File: config.mk
export PLATFORM = sky130hd
export DESIGN_NAME = ltc2308_responder
export DESIGN_NICKNAME = d
export VERILOG_FILES = /design/src/rtl/ltc2308_responder.sv
export SDC_FILE = /design/constraint.sdc
export NUM_CORES = 1
export LEC_CHECK = 0
export ABC_AREA = 1
export CAP_MARGIN = 20
export CORE_ASPECT_RATIO = 0.7
export CORE_MARGIN = 3
export CORE_UTILIZATION = 41
export CTS_BUF_LIST = sky130_fd_sc_hd__clkbuf_2 sky130_fd_sc_hd__clkbuf_4 sky130_fd_sc_hd__clkbuf_8
export DETAILED_ROUTE_END_ITERATION = 8
export MAX_ROUTING_LAYER = met4
export PLACE_DENSITY = 0.79
export SYNTH_ARGS = -nofsm -noshare
export SYNTH_HDL_FRONTEND = slang
export SYNTH_SLANG_ARGS = --single-unit
File: constraint.sdc
create_clock -name clk -period 1.65 [get_ports clk]
set_clock_uncertainty 0.15 [all_clocks]
set_input_delay 0.33 -clock clk [delete_from_list [all_inputs] [get_ports clk]]
set_output_delay 0.33 -clock clk [all_outputs]
set_load 0.05 [all_outputs]
File: src/rtl/ltc2308_responder.sv
// Slave-side stand-in for an LTC2308 ADC: latches a per-channel sample on each convst
// frame and shifts it out on sdo while capturing the next config word from sdi.
// Optional macro LTC2308_RESP_TWOS_EN: bipolar (UNI=0) frames invert the sample MSB.
module ltc2308_responder #(
   parameter int W           = 12,
   parameter int CFG_BITS    = 6,
   parameter int CONV_CYCLES = 3
) (
   input  logic           clk,
   input  logic           rst,
   input  logic           convst,
   input  logic           sck,
   input  logic           sdi,
   output logic           sdo,
   input  logic [8*W-1:0] chan_data,
   output logic [2:0]     cur_chan,
   output logic           busy,
   output logic           frame_done,
   output logic           err
);

   localparam int CNT_W = (CONV_CYCLES > 1) ? $clog2(CONV_CYCLES) : 1;
   localparam int BIT_W = $clog2(W + 1);

   // Config word layout {SD, OS, S1, S0, UNI, SLP}
   localparam int CFG_SD  = 5;
   localparam int CFG_OS  = 4;
   localparam int CFG_S1  = 3;
   localparam int CFG_S0  = 2;
   localparam int CFG_UNI = 1;
   localparam int CFG_SLP = 0;

   typedef enum logic [1:0] {
      S_IDLE,
      S_CONVERT,
      S_READY,
      S_SHIFT
   } state_t;

   state_t              state;
   logic                convst_q;
   logic                sck_q;
   logic [CNT_W-1:0]    cnt;
   logic [BIT_W-1:0]    bitcnt;
   logic [W-2:0]        shreg;
   logic [CFG_BITS-1:0] cfg_sh;
   logic [CFG_BITS-1:0] cfg;

   logic                convst_rise;
   logic                sck_rise;
   logic                start_frame;
   logic [2:0]          next_chan;
   logic [CFG_BITS-1:0] cfg_captured;
   logic [W-1:0]        lanes [8];
   logic [W-1:0]        sample;
   logic                cfg_unused;

   assign convst_rise = convst & ~convst_q;
   assign sck_rise    = sck & ~sck_q;
   // A convst rise while converting is only an error; everywhere else it (re)starts a frame.
   assign start_frame = convst_rise && (state != S_CONVERT);
   assign next_chan   = {cfg[CFG_S1], cfg[CFG_S0], cfg[CFG_OS]};

   always_comb begin
      // NOTE: default first so every path assigns the variable and no latch is inferred.
      cfg_captured = cfg_sh;
      if (bitcnt < BIT_W'(CFG_BITS)) begin
         cfg_captured = {cfg_sh[CFG_BITS-2:0], sdi};
      end
   end

   always_comb begin
      for (int n = 0; n < 8; n++) begin
         lanes[n] = chan_data[n*W +: W];
      end
   end

`ifdef LTC2308_RESP_TWOS_EN
   always_comb begin
      sample        = lanes[cur_chan];
      sample[W-1]   = lanes[cur_chan][W-1] ^ ~cfg[CFG_UNI];
   end
   assign cfg_unused = ^{cfg[CFG_SD], cfg[CFG_SLP]};
`else
   assign sample     = lanes[cur_chan];
   assign cfg_unused = ^{cfg[CFG_SD], cfg[CFG_UNI], cfg[CFG_SLP]};
`endif

   // NOTE: sequential state uses non-blocking assignments so all registers update together.
   always_ff @(posedge clk or negedge rst) begin
      if (!rst) begin
         state      <= S_IDLE;
         convst_q   <= 1'b0;
         sck_q      <= 1'b0;
         cnt        <= '0;
         bitcnt     <= '0;
         shreg      <= '0;
         cfg_sh     <= '0;
         cfg        <= '0;
         cur_chan   <= 3'd0;
         sdo        <= 1'b0;
         busy       <= 1'b0;
         frame_done <= 1'b0;
         err        <= 1'b0;
      end else begin
         convst_q   <= convst;
         sck_q      <= sck;
         frame_done <= 1'b0;

         if (start_frame) begin
            if (state == S_READY || state == S_SHIFT) begin
               err <= 1'b1;
            end
            if (state == S_IDLE && sck_rise) begin
               err <= 1'b1;
            end
            state    <= S_CONVERT;
            cur_chan <= next_chan;
            cnt      <= CNT_W'(CONV_CYCLES - 1);
            busy     <= 1'b1;
            sdo      <= 1'b0;
            bitcnt   <= '0;
            cfg_sh   <= '0;
         end else begin
            unique case (state)
               S_IDLE: begin
                  sdo <= 1'b0;
                  // Any sck rise outside a frame, including beyond the W-th, is a protocol error.
                  if (sck_rise) begin
                     err <= 1'b1;
                  end
               end

               S_CONVERT: begin
                  if (convst_rise || sck_rise) begin
                     err <= 1'b1;
                  end
                  if (cnt == '0) begin
                     shreg <= sample[W-2:0];
                     sdo   <= sample[W-1];
                     busy  <= 1'b0;
                     state <= S_READY;
                  end else begin
                     cnt <= cnt - 1'b1;
                  end
               end

               S_READY, S_SHIFT: begin
                  if (sck_rise) begin
                     cfg_sh <= cfg_captured;
                     bitcnt <= bitcnt + 1'b1;
                     if (bitcnt == BIT_W'(W - 1)) begin
                        sdo        <= 1'b0;
                        frame_done <= 1'b1;
                        cfg        <= cfg_captured;
                        state      <= S_IDLE;
                     end else begin
                        // Next bit appears one clk after the rise, ahead of the driver's next sample.
                        sdo   <= shreg[W-2];
                        shreg <= {shreg[W-3:0], 1'b0};
                        state <= S_SHIFT;
                     end
                  end
               end

               default: state <= S_IDLE;
            endcase
         end
      end
   end

endmodule

* Word-level counts from Yosys, hierarchy flattened
Cells that the tools add are included.
** Operators by class
- Add/subtract/negate cells :: 2
- Magnitude comparators :: 2
- Eq/ne operators :: 14
- Mux-type cells :: 40
- Bitwise gates (word level) :: 6
- Reductions and logical operators :: 22
** Operators with widths (number)
- binary-select mux 12 bit (select 3 bit) :: 1
- 2-to-1 mux 11 bit :: 3
- 2-to-1 mux 12 bit :: 2
- 2-to-1 mux 6 bit :: 4
- case mux 11 bit (2 select lines) :: 1
- 2-to-1 mux 1 bit :: 16
- 2-to-1 mux 2 bit :: 7
- 2-to-1 mux 4 bit :: 3
- inequality test 3 bit (second input constant) :: 4
- nonzero test 2 bit :: 5
- inequality test 2 bit (second input constant) :: 4
- AND reduction 2 bit :: 4
- AND reduction 4 bit :: 2
- nonzero test 3 bit :: 2
- AND reduction 5 bit :: 1
- adder 4 x 1 -> 4 bit (second input constant) :: 1
- == test 2 bit (second input constant) :: 2
- == test 4 bit (second input constant) :: 1
- greater-or-equal comparator 4 bit (second input constant) :: 1
- zero test 2 bit :: 2
- < comparator 4 x 3 -> 1 bit (second input constant) :: 1
- inverter 3 -> 4 bit :: 1
- case mux 2 bit (2 select lines) :: 1
- inequality test 3 x 1 -> 1 bit (second input constant) :: 1
- 11 further kinds :: 16
** Word-level totals
- Register bits after elaboration :: 39
- Input bits :: 101
- Output and inout port bits :: 7
- Word-level logic and storage cells :: 99

* Logic depth before layout (Yosys ltp)
Gate-level depths: netlist (run 1).
- Depth after elaboration :: 7
- Depth in mapped cells :: 9
- Depth with buffers taken out :: 9

* Worst setup path before layout (run 1)
No wires, ideal clock.
- Kind :: register -> register
- Start :: register cur_chan[0]
- End :: register shreg[0]
- Setup time :: 119 ps
- Arrival :: 1438 ps
- Data required time :: 1381 ps
- Path slack :: -57 ps
- Stages on the path, launching flop included :: 8
- Buffers on the path :: 2
- Period minus slack after synthesis :: 1707 ps
- Cells stage by stage :: dfrtp_1 > inv_2 > buf_2 > buf_2 > o21ai_0 > o211ai_1 > nand3_1 > nand2_1
** Between the ends
- Cells in the longest elaborated chain, start to end :: 6
** RTL lines
- start, declared :: RTL line 16 : output logic [2:0] cur_chan,
- start signal, assigned :: RTL line 118 : cur_chan <= next_chan;
- inverter 3 -> 4 bit (implied by the code) :: RTL line 85 : assign sample = lanes[cur_chan];
- binary-select mux 12 bit (select 3 bit) :: RTL line 85
- 2-to-1 mux 12 bit (implied by the code) (2 in series) :: RTL line 85
- 2-to-1 mux 11 bit :: RTL line 138 : if (cnt == '0) begin
- case mux 11 bit (2 select lines) :: RTL line 125 : unique case (state)
- end signal, assigned :: RTL line 139 : shreg <= sample[W-2:0];
- end signal, assigned :: RTL line 160 : shreg <= {shreg[W-3:0], 1'b0};
- end, declared :: RTL line 45 : logic [W-2:0] shreg;
Every way passes these cells. The select of a mux whose other input is x is not followed.
A chain may end at the register's enable or synchronous reset.

* Worst setup path in the final report (run 1)
- Start :: register state[1]
- End :: register cfg_sh[0]
** Between the ends
- Cells in the longest elaborated chain, start to end :: 4
** RTL lines
- start, declared :: RTL line 40 : state_t state;
- start signal, assigned :: RTL line 92 : state <= S_IDLE;
- start signal, assigned :: RTL line 117 : state <= S_CONVERT;
- start signal, assigned :: RTL line 142 : state <= S_READY;
- == test 2 bit / inequality test 2 x 1 -> 1 bit (equally long branches) :: RTL line 125, 61
- OR reduction 2 bit / logical AND 1 bit (equally long branches) :: RTL line 125, 61
- nonzero test 2 bit (no source line)
- AND reduction 2 bit (no source line)
- end signal, assigned :: RTL line 150 : cfg_sh <= cfg_captured;
- end, declared :: RTL line 46 : logic [CFG_BITS-1:0] cfg_sh;
Parallel ways exist; a longest one is shown, timed or not.

==> reports/results.tsv, run 1 <==
stage	metric	value	unit
status	status	complete, no violations	
placed_design	place_ws	-0.270	ns
timing	max_slew_margin	0.730	
clocking	hold_buffers	0	
final_layout	fillCellCount	523	
routing	drt_iter0_drc	114	
worst_hold_path	hold_class	input port to register	
pwr	p_leak	2.05	nW
final_layout	finish.utilization	0.665	
floorplanning	start_util	0.428	
timing	max_slew.worst_pin.slew	0.404	ns
clocking	h-tree-depth	2	
timing	setup_ws	0.0615	ns
routing	wirelength	8120	um
setup_path	critPathKind	register to register	
final_layout	multi_input_area	0.00149	mm2
synth	synth.net_count	509	
timing	setup-tns-final	0	ns
grt	grt-ovfl-total	0	
placed_design	place_inst	592	
synth	post-synth-top-area-cell	dfrtp_1	
final_layout	insertedDiodeCount	0	
timing	fin_crit	1.59	ns
floorplanning	fp-row-count	24	
synth	synth.area.top_cells	dfrtp_1, nand2_1, inv_1	
placed_design	gp_congestion	0.861	
pwr	ir_worst_vdd	0.788	mV
synth	yosysSeqAreaShare	0.334	
clocking	path_clk_slew	0.07	ns
setup_path	cp-end-kind	register	
pwr	switching_share	0.443	
grt	grt_antenna_before_repair	0	
floorplanning	core-area	0.00631	mm2
floorplanning	pin_count	108	
clocking	tritoncts	built	
routing	dr_total_vias	3005	
pwr	fin_total_pwr	5.13	mW
synth	ys_ff_latch	36	
grt	grt_first_pass_wirelength	13000	um
synth	ys_types	33	
synth	syn-cell-area	0.00270	mm2
pwr	power_frac_seq	0.263	
timing	clock.fmax	630	MHz
clocking	clkSinkCount	36	
setup_path	arrival	1.62	ns
setup_path	critPathMaxFanout	19	
clocking	insertion_delay	0.28	ns
floorplanning	die-area	0.00760	mm2
grt	grt_max_degree	50	
pwr	comb_power_share	0.605	
timing	setup_viol	0	
floorplanning	die_y	73.9	um
grt	grt_pass1_vias	2926	
timing	holdWs	0.0554	ns
final_layout	fin_cells	603	
timing	timing.final.max_slew_violations	0	
timing	hold_viol	0	
setup_path	cp.required	1.69	ns
pwr	power_density	1220	mW/mm2
placed_design	hpwl	6110	um
routing	viasPerCell	4.98	
clocking	root_buffer	clkbuf_8	
final_layout	drive_gt1_frac	0.128	
routing	drc_errors	0	
final_layout	fin_nets	627	
final_layout	final_area	0.00419	mm2
timing	finalCritPeriodShare	0.963	
routing	drtAntennaViolNets	0	
clocking	cts_buffers	5	
clocking	cts.path.max_buffers	2	
pwr	p_clk_frac	0.133	
synth	synth_top_area_frac	0.334	
placed_design	portBuffers	107	
placed_design	dpl-instance-area	0.00403	mm2
setup_path	critPathLaunchType	register	
grt	track_usage	0.218	
routing	firstDrtPassIters	4	
pwr	power.switching	2.27	mW
final_layout	seq_area	905	um2
synth	synth_cells	406	
run	cap_violations	0	
synth	post_synth.cell_area_avg	6.64	um2
synth	yosys_warnings	0	
floorplanning	fp.dieW	103	um
routing	wl_per_cell	13.5	um
pwr	internal-power	2.85	mW
final_layout	syn_to_final_growth	55.5	%
[path summary, 6_finish.rpt]
check                           slack [ns]  cells past startpoint                 endpoint                  from
worst max-delay path                  0.06                      6    cfg_sh[0]$_DFFE_PN0P_  state[1]$_DFFE_PN0P_
worst min-delay path                  0.06                      1          sck_q$_DFF_PN0_                   sck
worst max register to register        0.06                      6    cfg_sh[0]$_DFFE_PN0P_  state[1]$_DFFE_PN0P_
worst min register to register        0.35                      2     shreg[0]$_DFFE_PN0P_  shreg[0]$_DFFE_PN0P_
max in group asynchronous             0.88                      2  cur_chan[0]$_DFFE_PN0P_                   rst
min in group asynchronous             0.27                      2          sck_q$_DFF_PN0_                   rst
[logic make-up (layout without fill, tap and decap cells)]
group,after synthesis,after routing,share of synthesized area
AO/OA/AOI/OAI,74,74,0.160
XOR/XNOR,1,1,0.00325
adder cells (fa/ha/maj),2,2,0.00928
buffers and inverters,83,201,0.128
flip-flops,36,36,0.334
AND/OR/NAND/NOR,210,211,0.366
[cell type report]
cell class / instances / area share
inverters: 64 / 0.0582
well taps: 78 / 0.0233
clock buffers: 8 / 0.0233
flip-flops and latches: 36 / 0.216
repair buffers: 129 / 0.324
multi-input cells: 288 / 0.356
[critical path, cell delays in order, from the launching register on]
cell and delay (ns):
dfrtp_2 0.49, nor2_8 0.16, inv_2 0.07, nand2_8 0.13
inv_1 0.10, buf_4 0.16, nor3_1 0.24
[registers in the layout, indices dropped and copies added (netlist names)]
| name | count |
|---|---|
| cfg_sh | 5 |
| convst_q | 1 |
| cnt | 2 |
| bitcnt | 4 |
| frame_done | 1 |
| cfg | 3 |
| busy | 1 |
| sck_q | 1 |
| state | 2 |
| sdo | 1 |
| err | 1 |
| shreg | 11 |
| cur_chan | 3 |
[cells in the final DEF (no fill, tap or decap), drive strengths merged]
cell,count
a21oi,7
a221o,1
a22o,2
a22oi,1
and2,1
buf,29
clkbuf,8
clkdlybuf4s50,99
clkinvlp,1
dfrtp,36
dlymetal6s2s,1
ha,2
inv,63
nand2,97
nand3,36
nand3b,1
nand4,7
nor2,64
nor3,4
nor4,1
o211ai,16
o21ai,45
o31ai,2
xnor2,1
[what timing repair did]
item,in CTS,in global routing
gates resized for setup,1,12
buffers inserted,0,2
cloned,1,0
endpoints found under the setup margin,8,19
pin swaps,1,4
[cell usage after synthesis]
cell	count
nand2_8	2
xnor2_1	1
nor2_8	1
dfrtp_1	36
clkbuf_1	9
clkinv_1	1
inv_2	4
o21ai_0	41
a22oi_1	1
nor2_1	59
buf_4	3
a22o_1	2
and2_1	1
o31ai_1	2
nor3_1	4
ha_1	2
nand3_4	1
a221o_1	1
a21oi_1	7
nor4_4	1
nor2_2	2
nor2_4	2
nand4_1	7
nand2_2	5
buf_2	5
inv_1	59
nand2_4	2
o211ai_1	16
buf_6	2
nand2_1	88
nand3_1	34
nand3b_1	1
o21ai_1	4
[routing by layer]
metal,share of wire,wire length [um],GRT usage
met5,0,0,-
met1,0.43,3500,0.275
met3,0.062,503,0.0408
met4,0.023,183,0.0575
met2,0.48,3930,0.359
[power by group through the flow]
stage,Clock [mW],Sequential [mW],Combinational [mW]
floorplan,0,1.45,1.85
global placement,0,1.35,2.95
detailed placement,0,1.35,3.04
CTS,0.686,1.34,3.07
global route,0.725,1.37,3.45
finish,0.681,1.35,3.10
No activity file was read; power rests on OpenSTA's default activity.
==> inputs of run 2 (changes only) <==
--- a/config.mk
+++ b/config.mk
@@ -6,7 +6,6 @@
 export NUM_CORES = 1
 export LEC_CHECK = 0
 export ABC_AREA = 1
-export CAP_MARGIN = 20
 export CORE_ASPECT_RATIO = 0.7
 export CORE_MARGIN = 3
 export CORE_UTILIZATION = 41
@@ -14,6 +13,7 @@
 export DETAILED_ROUTE_END_ITERATION = 8
 export MAX_ROUTING_LAYER = met4
 export PLACE_DENSITY = 0.79
+export SLEW_MARGIN = 20
 export SYNTH_ARGS = -nofsm -noshare
 export SYNTH_HDL_FRONTEND = slang
 export SYNTH_SLANG_ARGS = --single-unit
==> results of run 2 <==
No change in the layout: final DEF, timing and power equal those of run 1.
